==> src/rtl/nbody_sched_if.sv <==
// rtl/nbody_sched_if.sv - register bus bundle for the n-body scheduler
// Purpose: groups the host register bus so the scheduler and its host share one port.
// Signals: chipselect/read/write qualifiers, addr (opcode | body index),
//          write_data from host, read_data (registered) back to host.
// Modports: master = host side, slave = scheduler side.
interface nbody_sched_if #(
  parameter int DATA_WIDTH = 64,
  parameter int ADDR_WIDTH = 16
);
  logic                  chipselect;
  logic                  read;
  logic                  write;
  logic [ADDR_WIDTH-1:0] addr;
  logic [DATA_WIDTH-1:0] write_data;
  logic [DATA_WIDTH-1:0] read_data;

  modport master (
    output chipselect, read, write, addr, write_data,
    input  read_data
  );

  modport slave (
    input  chipselect, read, write, addr, write_data,
    output read_data
  );
endinterface

==> src/rtl/nbody_sched.sv <==
// rtl/nbody_sched.sv - n-body timestep scheduler: pair/update issue with latency-matched write-back
// Purpose: sequences one simulation step as all ordered (i,j) pairs to an external
//          accumulate pipeline, then one position update per body, repeated STEPS times.
// Ports: clk, rst (async, active-high); bus (register slave);
//        sw_wr_*  body-memory write forward of host body writes;
//        pair_*   pair issue; vel_wr_* velocity write-back strobe (ACC_LAT after row end);
//        upd_*    update issue; pos_wr_* position write-back strobe (UPD_LAT after issue);
//        busy, done status.
module nbody_sched #(
  parameter int BODIES     = 512,
  parameter int DATA_WIDTH = 64,
  parameter int ADDR_WIDTH = 16,
  parameter int BW         = $clog2(BODIES),
  parameter int ACC_LAT    = 58,
  parameter int UPD_LAT    = 31
) (
  input  logic                  clk,
  input  logic                  rst,
  nbody_sched_if.slave          bus,
  output logic                  sw_wr_en,
  output logic [2:0]            sw_wr_sel,
  output logic [BW-1:0]         sw_wr_idx,
  output logic [DATA_WIDTH-1:0] sw_wr_data,
  output logic                  pair_valid,
  output logic [BW-1:0]         pair_i,
  output logic [BW-1:0]         pair_j,
  output logic                  pair_first,
  output logic                  pair_last,
  output logic                  vel_wr_en,
  output logic [BW-1:0]         vel_wr_idx,
  output logic                  upd_valid,
  output logic [BW-1:0]         upd_idx,
  output logic                  pos_wr_en,
  output logic [BW-1:0]         pos_wr_idx,
  output logic                  busy,
  output logic                  done
);
  localparam int OW = ADDR_WIDTH - BW;
  localparam logic [OW-1:0] OP_CTRL   = OW'('h00);
  localparam logic [OW-1:0] OP_NB     = OW'('h02);
  localparam logic [OW-1:0] OP_X      = OW'('h03);
  localparam logic [OW-1:0] OP_VY     = OW'('h07);
  localparam logic [OW-1:0] OP_STEPS  = OW'('h08);
  localparam logic [OW-1:0] OP_STATUS = OW'('h40);
  localparam logic [OW-1:0] OP_STEPC  = OW'('h41);

  typedef enum logic [2:0] {IDLE, ACCEL, DRAIN_A, UPDATE, DRAIN_U, DONE} state_t;
  state_t state, state_next;

  logic [OW-1:0] opcode;
  logic          wr_acc, rd_acc, ctrl_wr, go_req, abort_req, status_rd, flush;
  logic [BW:0]   n_bodies;
  logic [31:0]   steps, step_count;
  logic          err;
  logic [BW-1:0] ci, cj, cu;
  logic [BW+1:0] j_inc, j_nx;
  logic          row_end, last_row, upd_last, vel_last, pos_last, step_final;

  assign opcode    = bus.addr[ADDR_WIDTH-1:BW];
  assign wr_acc    = bus.chipselect & bus.write;
  assign rd_acc    = bus.chipselect & bus.read;
  assign ctrl_wr   = wr_acc && (opcode == OP_CTRL);
  // abort dominates go when both bits are set
  assign abort_req = ctrl_wr & bus.write_data[1];
  assign go_req    = ctrl_wr & bus.write_data[0] & ~bus.write_data[1];
  assign status_rd = rd_acc && (opcode == OP_STATUS);
  assign flush     = abort_req && (state != IDLE);

  // next inner index, stepping over the diagonal; BW+2 bits so j+2 cannot wrap
  always_comb begin
    j_inc = {2'b00, cj} + (BW+2)'(1);
    j_nx  = (j_inc == {2'b00, ci}) ? {2'b00, cj} + (BW+2)'(2) : j_inc;
  end

  assign row_end    = j_nx >= {1'b0, n_bodies};
  assign last_row   = ({1'b0, ci} + (BW+1)'(1)) == n_bodies;
  assign upd_last   = ({1'b0, cu} + (BW+1)'(1)) == n_bodies;
  // bodies retire in ascending order, so the final write-back carries index N-1
  assign vel_last   = vel_wr_en && (({1'b0, vel_wr_idx} + (BW+1)'(1)) == n_bodies);
  assign pos_last   = pos_wr_en && (({1'b0, pos_wr_idx} + (BW+1)'(1)) == n_bodies);
  assign step_final = ({1'b0, step_count} + 33'd1) >= {1'b0, (steps == 32'd0) ? 32'd1 : steps};

  assign pair_i  = ci;
  assign pair_j  = cj;
  assign upd_idx = cu;

  always_ff @(posedge clk or posedge rst) begin
    if (rst) state <= IDLE;
    else     state <= state_next;
  end

  always_comb begin
    state_next = state;
    pair_valid = 1'b0;
    pair_first = 1'b0;
    pair_last  = 1'b0;
    upd_valid  = 1'b0;
    busy       = 1'b0;
    done       = 1'b0;
    case (state)
      IDLE: if (go_req && n_bodies >= (BW+1)'(2)) state_next = ACCEL;
      ACCEL: begin
        busy       = 1'b1;
        pair_valid = 1'b1;
        pair_first = (cj == ((ci == '0) ? BW'(1) : BW'(0)));
        pair_last  = row_end;
        if (row_end && last_row) state_next = DRAIN_A;
      end
      DRAIN_A: begin
        busy = 1'b1;
        if (vel_last) state_next = UPDATE;
      end
      UPDATE: begin
        busy      = 1'b1;
        upd_valid = 1'b1;
        if (upd_last) state_next = DRAIN_U;
      end
      DRAIN_U: begin
        busy = 1'b1;
        if (pos_last) state_next = step_final ? DONE : ACCEL;
      end
      DONE: begin
        done = 1'b1;
        if (status_rd) state_next = IDLE;
      end
      default: state_next = IDLE;
    endcase
    if (flush) state_next = IDLE;
  end

  // loop counters rest at their start values outside their phase
  always_ff @(posedge clk or posedge rst) begin
    if (rst) begin
      ci <= '0;
      cj <= BW'(1);
      cu <= '0;
    end else begin
      if (state != ACCEL) begin
        ci <= '0;
        cj <= BW'(1);
      end else if (row_end) begin
        ci <= ci + BW'(1);
        cj <= '0;
      end else begin
        cj <= j_nx[BW-1:0];
      end
      cu <= (state == UPDATE) ? cu + BW'(1) : '0;
    end
  end

  // write-back delay lines: valid bit plus body index, flushed on abort
  logic [ACC_LAT-1:0] acc_v;
  logic [BW-1:0]      acc_idx [ACC_LAT];
  logic [UPD_LAT-1:0] upd_v;
  logic [BW-1:0]      upd_idx_d [UPD_LAT];

  always_ff @(posedge clk or posedge rst) begin
    if (rst) begin
      acc_v <= '0;
      upd_v <= '0;
      for (int k = 0; k < ACC_LAT; k++) acc_idx[k] <= '0;
      for (int k = 0; k < UPD_LAT; k++) upd_idx_d[k] <= '0;
    end else begin
      acc_v[0]     <= pair_valid & pair_last & ~flush;
      acc_idx[0]   <= ci;
      upd_v[0]     <= upd_valid & ~flush;
      upd_idx_d[0] <= cu;
      for (int k = 1; k < ACC_LAT; k++) begin
        acc_v[k]   <= acc_v[k-1] & ~flush;
        acc_idx[k] <= acc_idx[k-1];
      end
      for (int k = 1; k < UPD_LAT; k++) begin
        upd_v[k]     <= upd_v[k-1] & ~flush;
        upd_idx_d[k] <= upd_idx_d[k-1];
      end
    end
  end

  assign vel_wr_en  = acc_v[ACC_LAT-1];
  assign vel_wr_idx = acc_idx[ACC_LAT-1];
  assign pos_wr_en  = upd_v[UPD_LAT-1];
  assign pos_wr_idx = upd_idx_d[UPD_LAT-1];

  always_ff @(posedge clk or posedge rst) begin
    if (rst) begin
      sw_wr_en      <= 1'b0;
      sw_wr_sel     <= '0;
      sw_wr_idx     <= '0;
      sw_wr_data    <= '0;
      n_bodies      <= '0;
      steps         <= '0;
      step_count    <= '0;
      err           <= 1'b0;
      bus.read_data <= '0;
    end else begin
      sw_wr_en <= 1'b0;
      if (wr_acc && state == IDLE && opcode >= OP_X && opcode <= OP_VY) begin
        sw_wr_en   <= 1'b1;
        sw_wr_sel  <= 3'(opcode - OP_X);
        sw_wr_idx  <= bus.addr[BW-1:0];
        sw_wr_data <= bus.write_data;
      end
      if (wr_acc && !busy && opcode == OP_NB)
        n_bodies <= (bus.write_data > DATA_WIDTH'(BODIES)) ? (BW+1)'(BODIES)
                                                           : bus.write_data[BW:0];
      if (wr_acc && !busy && opcode == OP_STEPS)
        steps <= bus.write_data[31:0];
      if (state == IDLE && go_req) begin
        if (n_bodies >= (BW+1)'(2)) begin
          step_count <= '0;
          err        <= 1'b0;
        end else begin
          err <= 1'b1;
        end
      end
      if (state == DRAIN_U && pos_last && !flush)
        step_count <= step_count + 32'd1;
      if (rd_acc) begin
        case (opcode)
          OP_STATUS: bus.read_data <= {{(DATA_WIDTH-3){1'b0}}, err, busy, done};
          OP_STEPC:  bus.read_data <= DATA_WIDTH'(step_count);
          default:   bus.read_data <= '0;
        endcase
      end
    end
  end
endmodule
==> src/flat_wrapper.sv <==
// flat-port wrapper written by rule: the top's interface ports become plain ports
module nbody_sched_flat 
#(
  parameter int BODIES     = 512,
  parameter int DATA_WIDTH = 64,
  parameter int ADDR_WIDTH = 16,
  parameter int BW         = $clog2(BODIES),
  parameter int ACC_LAT    = 58,
  parameter int UPD_LAT    = 31
)
  (clk, rst, sw_wr_en, sw_wr_sel, sw_wr_idx, sw_wr_data, pair_valid, pair_i, pair_j, pair_first, pair_last, vel_wr_en, vel_wr_idx, upd_valid, upd_idx, pos_wr_en, pos_wr_idx, busy, done, bus_chipselect, bus_read, bus_write, bus_addr, bus_write_data, bus_read_data);
  nbody_sched_if #(.DATA_WIDTH(DATA_WIDTH), .ADDR_WIDTH(ADDR_WIDTH)) bus_i ();
  input  logic clk;
  input  logic rst;
  output logic sw_wr_en;
  output logic [2:0] sw_wr_sel;
  output logic [BW-1:0] sw_wr_idx;
  output logic [DATA_WIDTH-1:0] sw_wr_data;
  output logic pair_valid;
  output logic [BW-1:0] pair_i;
  output logic [BW-1:0] pair_j;
  output logic pair_first;
  output logic pair_last;
  output logic vel_wr_en;
  output logic [BW-1:0] vel_wr_idx;
  output logic upd_valid;
  output logic [BW-1:0] upd_idx;
  output logic pos_wr_en;
  output logic [BW-1:0] pos_wr_idx;
  output logic busy;
  output logic done;
  input wire logic [$bits(bus_i.chipselect)-1:0] bus_chipselect;
  input wire logic [$bits(bus_i.read)-1:0] bus_read;
  input wire logic [$bits(bus_i.write)-1:0] bus_write;
  input wire logic [$bits(bus_i.addr)-1:0] bus_addr;
  input wire logic [$bits(bus_i.write_data)-1:0] bus_write_data;
  output wire logic [$bits(bus_i.read_data)-1:0] bus_read_data;
  assign bus_i.chipselect = bus_chipselect;
  assign bus_i.read = bus_read;
  assign bus_i.write = bus_write;
  assign bus_i.addr = bus_addr;
  assign bus_i.write_data = bus_write_data;
  assign bus_read_data = bus_i.read_data;
  nbody_sched #(.BODIES(BODIES), .DATA_WIDTH(DATA_WIDTH), .ADDR_WIDTH(ADDR_WIDTH), .BW(BW), .ACC_LAT(ACC_LAT), .UPD_LAT(UPD_LAT)) u_core (.clk(clk), .rst(rst), .bus(bus_i), .sw_wr_en(sw_wr_en), .sw_wr_sel(sw_wr_sel), .sw_wr_idx(sw_wr_idx), .sw_wr_data(sw_wr_data), .pair_valid(pair_valid), .pair_i(pair_i), .pair_j(pair_j), .pair_first(pair_first), .pair_last(pair_last), .vel_wr_en(vel_wr_en), .vel_wr_idx(vel_wr_idx), .upd_valid(upd_valid), .upd_idx(upd_idx), .pos_wr_en(pos_wr_en), .pos_wr_idx(pos_wr_idx), .busy(busy), .done(done));
endmodule
==> config.mk <==
export PLATFORM = sky130hd
export DESIGN_NAME = nbody_sched_flat
export DESIGN_NICKNAME = d
export VERILOG_FILES = /design/src/rtl/nbody_sched_if.sv /design/src/rtl/nbody_sched.sv /design/src/flat_wrapper.sv
export SDC_FILE = /design/constraint.sdc
export NUM_CORES = 2
export LEC_CHECK = 0
export CORE_MARGIN = 2
export CORE_UTILIZATION = 45
export CTS_BUF_LIST = sky130_fd_sc_hd__clkbuf_4 sky130_fd_sc_hd__clkbuf_8
export CTS_CLUSTER_DIAMETER = 60
export CTS_CLUSTER_SIZE = 20
export DETAILED_ROUTE_END_ITERATION = 10
export PLACE_DENSITY = 0.67
export SKIP_LAST_GASP = 1
export SYNTH_ARGS = -nofsm -noshare
export SYNTH_HDL_FRONTEND = slang
export SYNTH_SLANG_ARGS = --single-unit
==> constraint.sdc <==
create_clock -name clk -period 31.8 [get_ports clk]
set_input_delay 3.18 -clock clk [delete_from_list [all_inputs] [get_ports clk]]
set_output_delay 3.18 -clock clk [all_outputs]
set_load 0.02 [all_outputs]
After elaboration in Yosys (flattened, before gate mapping). Index checks and enable logic that the tools add are counted.

Register bits after elaboration: 1136. Word-level logic and storage cells: 299. Output and inout port bits: 194.

Bitwise operators: 97. Order comparisons: 6. Add/subtract/negate cells: 11. Reductions and logical operators: 29. Multiplexer cells: 30. Eq/ne operators: 22.

Operators with widths (number): two-way mux 32 bit (4); AND 1 bit (95); greater-than comparator 64 x 10 -> 1 bit, second input constant (1); one-hot mux 32 bit (2 select lines) (1); adder 9 x 1 -> 10 bit, second input constant (5); two-way mux 9 bit (5); == test 10 bit (4); adder 32 x 1 -> 33 bit, second input constant (1); >= comparator 33 x 32 -> 1 bit (1); adder 32 x 1 -> 32 bit, second input constant (1); zero test 32 bit (1); two-way mux 3 bit (8); != test 3 x 1 -> 1 bit, second input constant (7); adder 9 x 1 -> 9 bit, second input constant (2); one-hot mux 3 bit (6 select lines) (1); logical AND 1 bit (16); == test 7 bit, second input constant (2); == test 11 x 9 -> 1 bit (1); >= comparator 11 x 10 -> 1 bit (1); two-way mux 11 bit (1); adder 9 x 2 -> 10 bit, second input constant (1); >= comparator 10 x 2 -> 1 bit, second input constant (1); two-way mux 10 bit (1); == test 9 bit (1); 19 further kinds (33).

Logic depth before layout (Yosys ltp).
Word-level depth: 8. Gate-level depth with buffers: 17.

Worst setup path before layout. No wires, ideal clock.

Kind: register to output. From: reg u_core.cj[0], in the netlist u_core.pair_j[0]. To: out pair_last. Arrival time: 3.828 ns. Buffers on the path: 2. Required time: 28.620 ns. Slack: 24.792 ns. Stages on the path, launching flop included: 16. Cells stage by stage: dfstp_2 ha_1 xor3_1 nor2_1 o221ai_1 nor4_1 buf_2 mux2_2 ha_1 nand2_1 o21ai_0 a211oi_1 o31ai_2 nand2_1 clkbuf_1 nor2_1.

Cells in the longest elaborated chain, start to end: 5. Elaborated cells between the ends (all ways): 6. Those cells by class: 2 x add/sub; 1 x order compare; 1 x eq/ne; 2 x mux.

RTL lines: start: declaration (line nbody_sched.sv:55) `logic [BW-1:0] ci, cj, cu;`; start signal: assignment (line nbody_sched.sv:145) `cj <= j_nx[BW-1:0];`; adder 9 x 1 -> 10 bit (line nbody_sched.sv:71) `j_inc = {2'b00, cj} + (BW+2)'(1);`; == test 11 x 9 -> 1 bit (line nbody_sched.sv:72) `j_nx = (j_inc == {2'b00, ci}) ? {2'b00, cj} + (BW+2)'(2) : j_inc;`; two-way mux 11 bit * (line nbody_sched.sv:72); >= comparator 11 x 10 -> 1 bit * (line nbody_sched.sv:75) `assign row_end = j_nx >= {1'b0, n_bodies};`; two-way mux 1 bit * (line nbody_sched.sv:100) `case (state)`; end: declaration (line flat_wrapper.sv:23) `output logic pair_last;`.

Every way passes the cells marked *; elsewhere a longest branch is shown, timed or not.

Worst setup path after layout. Same ends and word-level chain as after synthesis.

==> flow_metrics.tcl <==
set metrics [dict create \
    root_buffer "clkbuf_8" \
    drc 0 \
    synth-seq-cells 1104 \
    period_minus_slack_ps 9290 \
    path_cells "ha_1 -> xor3_1 -> nor2_1 -> o221ai_1 -> nor4_2 -> buf_4 -> mux2_2 -> ha_1 -> nand2_1 -> o21ai_0 -> a211oi_1 -> o31ai_2 -> nand2_1 -> nor2_1 -> clkdlybuf4s50_1" \
    synthesis.area_sq_mm 0.0355 \
    num_vias 18000 \
    start_util_pct 45.2 \
    clk_path_buf_depth 3 \
    clock_skew_ps 52.6 \
    core_area_sq_mm 0.0786 \
    place.gp.congestion 0.876 \
    seqCellArea_sq_mm 0.0276 \
    synth_top_area_cell "dfrtp_1" \
    r2r-end "u_core.pair_i[5]" \
    crit_path_start_kind "flip-flop" \
    row_count 103 \
    hold_start "u_core.acc_idx[357]" \
    grt_remaining_overflow 0 \
    finalSetupViolCount 0 \
    clk_pin_slew_worst_paths_ps 110 \
    timing.fmax_mhz 108 \
    min_period_over_period_pct 29.2 \
    rsz0062_at_grt "false" \
    cp.arrival_ps 6110 \
    synth_edf_count 0 \
    via_per_inst 4.94 \
    final_cell_count_no_fill 3647 \
    die_w_um 285 \
    synth_area_leaders "dfrtp_1 (78%), mux2_2 (2.8%), ha_1 (1.9%), nand2_1 (1.8%), and2_1 (1.7%)" \
    first_pass_iters 5 \
    post_cts_buffers 0 \
    syn2layout_area_growth_pct 13.8 \
    hold_end "u_core.acc_idx[348]" \
    drt-initial-drc-count 1368 \
    wl_per_cell_um 19.5 \
    power_leakage_nw 20.2 \
    tightest_slew_ps 1080 \
    path_buf_inv 2 \
    required_ps 28620 \
    die_y_um 285 \
    dieArea_sq_mm 0.0812 \
    synth_cells 2309 \
    synth_seq_area_share_pct 77.8 \
    antenna_found_initial 3 \
    path_max_fanout 13 \
    antenna_left 0 \
    dp_hpwl_mm 48.6 \
    r2r_slack_ps 26500 \
    r2r-start "u_core.pair_j[0]" \
    holdBufCountCts 0 \
    numPortBuffers 246 \
    cts_tree "yes" \
    wl_mm 71.1 \
    grt_first_pass_wirelength_mm 112 \
    crit_path_max_incr_delay_ps 730 \
    slew_headroom_pct 27.9 \
    clock_latency_ps 730 \
    ctsResizeCount 0 \
    drv_cap 0 \
    tns_ps 0 \
    yosysMostFrequentCell "dfrtp_1" \
    power_density_mw_per_mm2 57.2 \
    criticalPathCategory "flip-flop to output port" \
    status "finished clean" \
    cp_top_family "compound AO/OA/AOI/OAI gates" \
    h-tree-depth 3 \
    pin_count 279 \
    synth_top_area_share_pct 77.7 \
    multi_input_area_sq_mm 0.00709 \
    cpMaxStageDelayCell "clkdlybuf4s50_1" \
    async_reset_ff_share_pct 100 \
    gr-usage-all-layers_pct 17.8 \
    drive_above_1_share_pct 9.44 \
    hold_class "flip-flop to flip-flop" \
    cts_buffers 76 \
    nNetsFinal 2694 \
    dp.cells 3527 \
    hold_viol 0 \
    slew_viol_final 0 \
    synth_area_per_cell_sq_um 15.4 \
    r2r_cells 15 \
    synth_common_cells "dfrtp_1 (1,103), nand2_1 (175), and2_1 (94)" \
    clock_sinks 1104 \
    grt_max_degree 88 \
    whs_path_depth 0 \
    cp-end-kind "output port" \
    ir_drop_mv 0.0374 \
    grt_pass1_vias 18900 \
    synth_cell_types 73 \
    ys.flop_type "dfrtp_1" \
    n_fill_cell 6542 \
    yosysWarnings 0 \
]
==> power breakdown <==
group | internal [mW] | switching [mW] | leakage [nW]
logic | 0.0581 | 0.0969 | 4.23
clock network | 0.281 | 0.447 | 0.774
registers | 1.41 | 0.0179 | 15.2
==> metrics by stage <==
stage	hold WS, ps	area (sq um)	total power, mW	setup WS (ps)	util, %
after CTS	327	40400	2.35	22430	51.4
after detailed placement	335	38900	1.62	23270	49.5
after global placement	331	38900	1.62	23390	49.5
after global routing	333	40400	2.42	22050	51.4
after floorplan	331	35600	1.55	13390	-
final	332	40400	2.31	22510	51.4
==> sequential cells by signal (all words and copies together), names as in the netlist, 10 cells and up <==
register              count
u_core.step_count        32
u_core.n_bodies          10
u_core.upd_idx_d        270
u_core.upd_v             31
u_core.acc_idx          513
u_core.steps             32
u_core.sw_wr_data        64
u_core.acc_v             58
u_core.bus.read_data     32
==> worst max path at each step <==
stage	startpoint	to	slack (ps)	cells past startpoint
2_1_floorplan	rst	u_core.acc_idx[100]	13390	1
3_3_place_gp	u_core.pair_j[0]	pair_last	23390	15
3_5_place_dp	u_core.pair_j[0]	pair_last	23270	15
4_1_cts	u_core.pair_j[0]	pair_last	22430	15
5_1_grt	u_core.pair_j[0]	pair_last	22050	15
6_report	u_core.pair_j[0]	pair_last	22510	15
==> layer usage <==
layer	routed length, um	up-vias	GRT usage (%)
li1	-	8075	-
met1	32100	9400	25.8
met2	33600	434	27.7
met3	3810	120	3.63
met4	1670	0	4.99
met5	0	-	0
==> layout make-up <==
type	count	area share (%)
clock inverter	33	0.984
tap	1050	3.25
inverter	57	0.538
timing repair buffer	269	6.52
multi-input combinational	1047	17.5
sequential	1104	68.3
antenna	3	0.0186
clock buffer	84	2.83
==> placed cells by master, fill, tap and decap left out, types with 4 or more instances in the layout <==
cell and n:
nor4b_1 5, nand4_1 26, ha_1 54, nand2b_1 6
mux2i_1 20, clkinvlp_4 6, nand3_1 62, or4_1 4
a211oi_1 5, o41ai_1 4, inv_6 9, o211ai_1 6
inv_1 56, dfrtp_1 1103, xor2_1 37, a22o_1 9
nor3_1 27, clkinv_8 4, clkbuf_8 82, a21oi_1 22
a22oi_1 5, and4_1 17, a31oi_1 11, and3_1 22
nor4_1 33, clkinv_4 5, conb_1 32, buf_4 23
clkdlybuf4s50_1 246, a21o_1 9, nor2b_1 11, nand2_1 174
xnor2_1 62, o31ai_1 4, o21ai_0 90, mux2_2 87
inv_8 4, nor2_1 48, and2_1 94, or3_1 6
==> logic make-up (layout without fill, tap and decap cells) <==
family	Yosys count	count (layout)	synth area share, %
flops	1104	1104	77.8
simple gates	556	556	8.25
compound gates	197	197	3.52
buf+inv	189	443	2.68
mux	108	108	3.36
xor+xnor	100	100	2.51
fa+ha+maj	54	54	1.90
other cells	1	35	0.0106
Note: power is estimated with default switching activity, not from simulation.
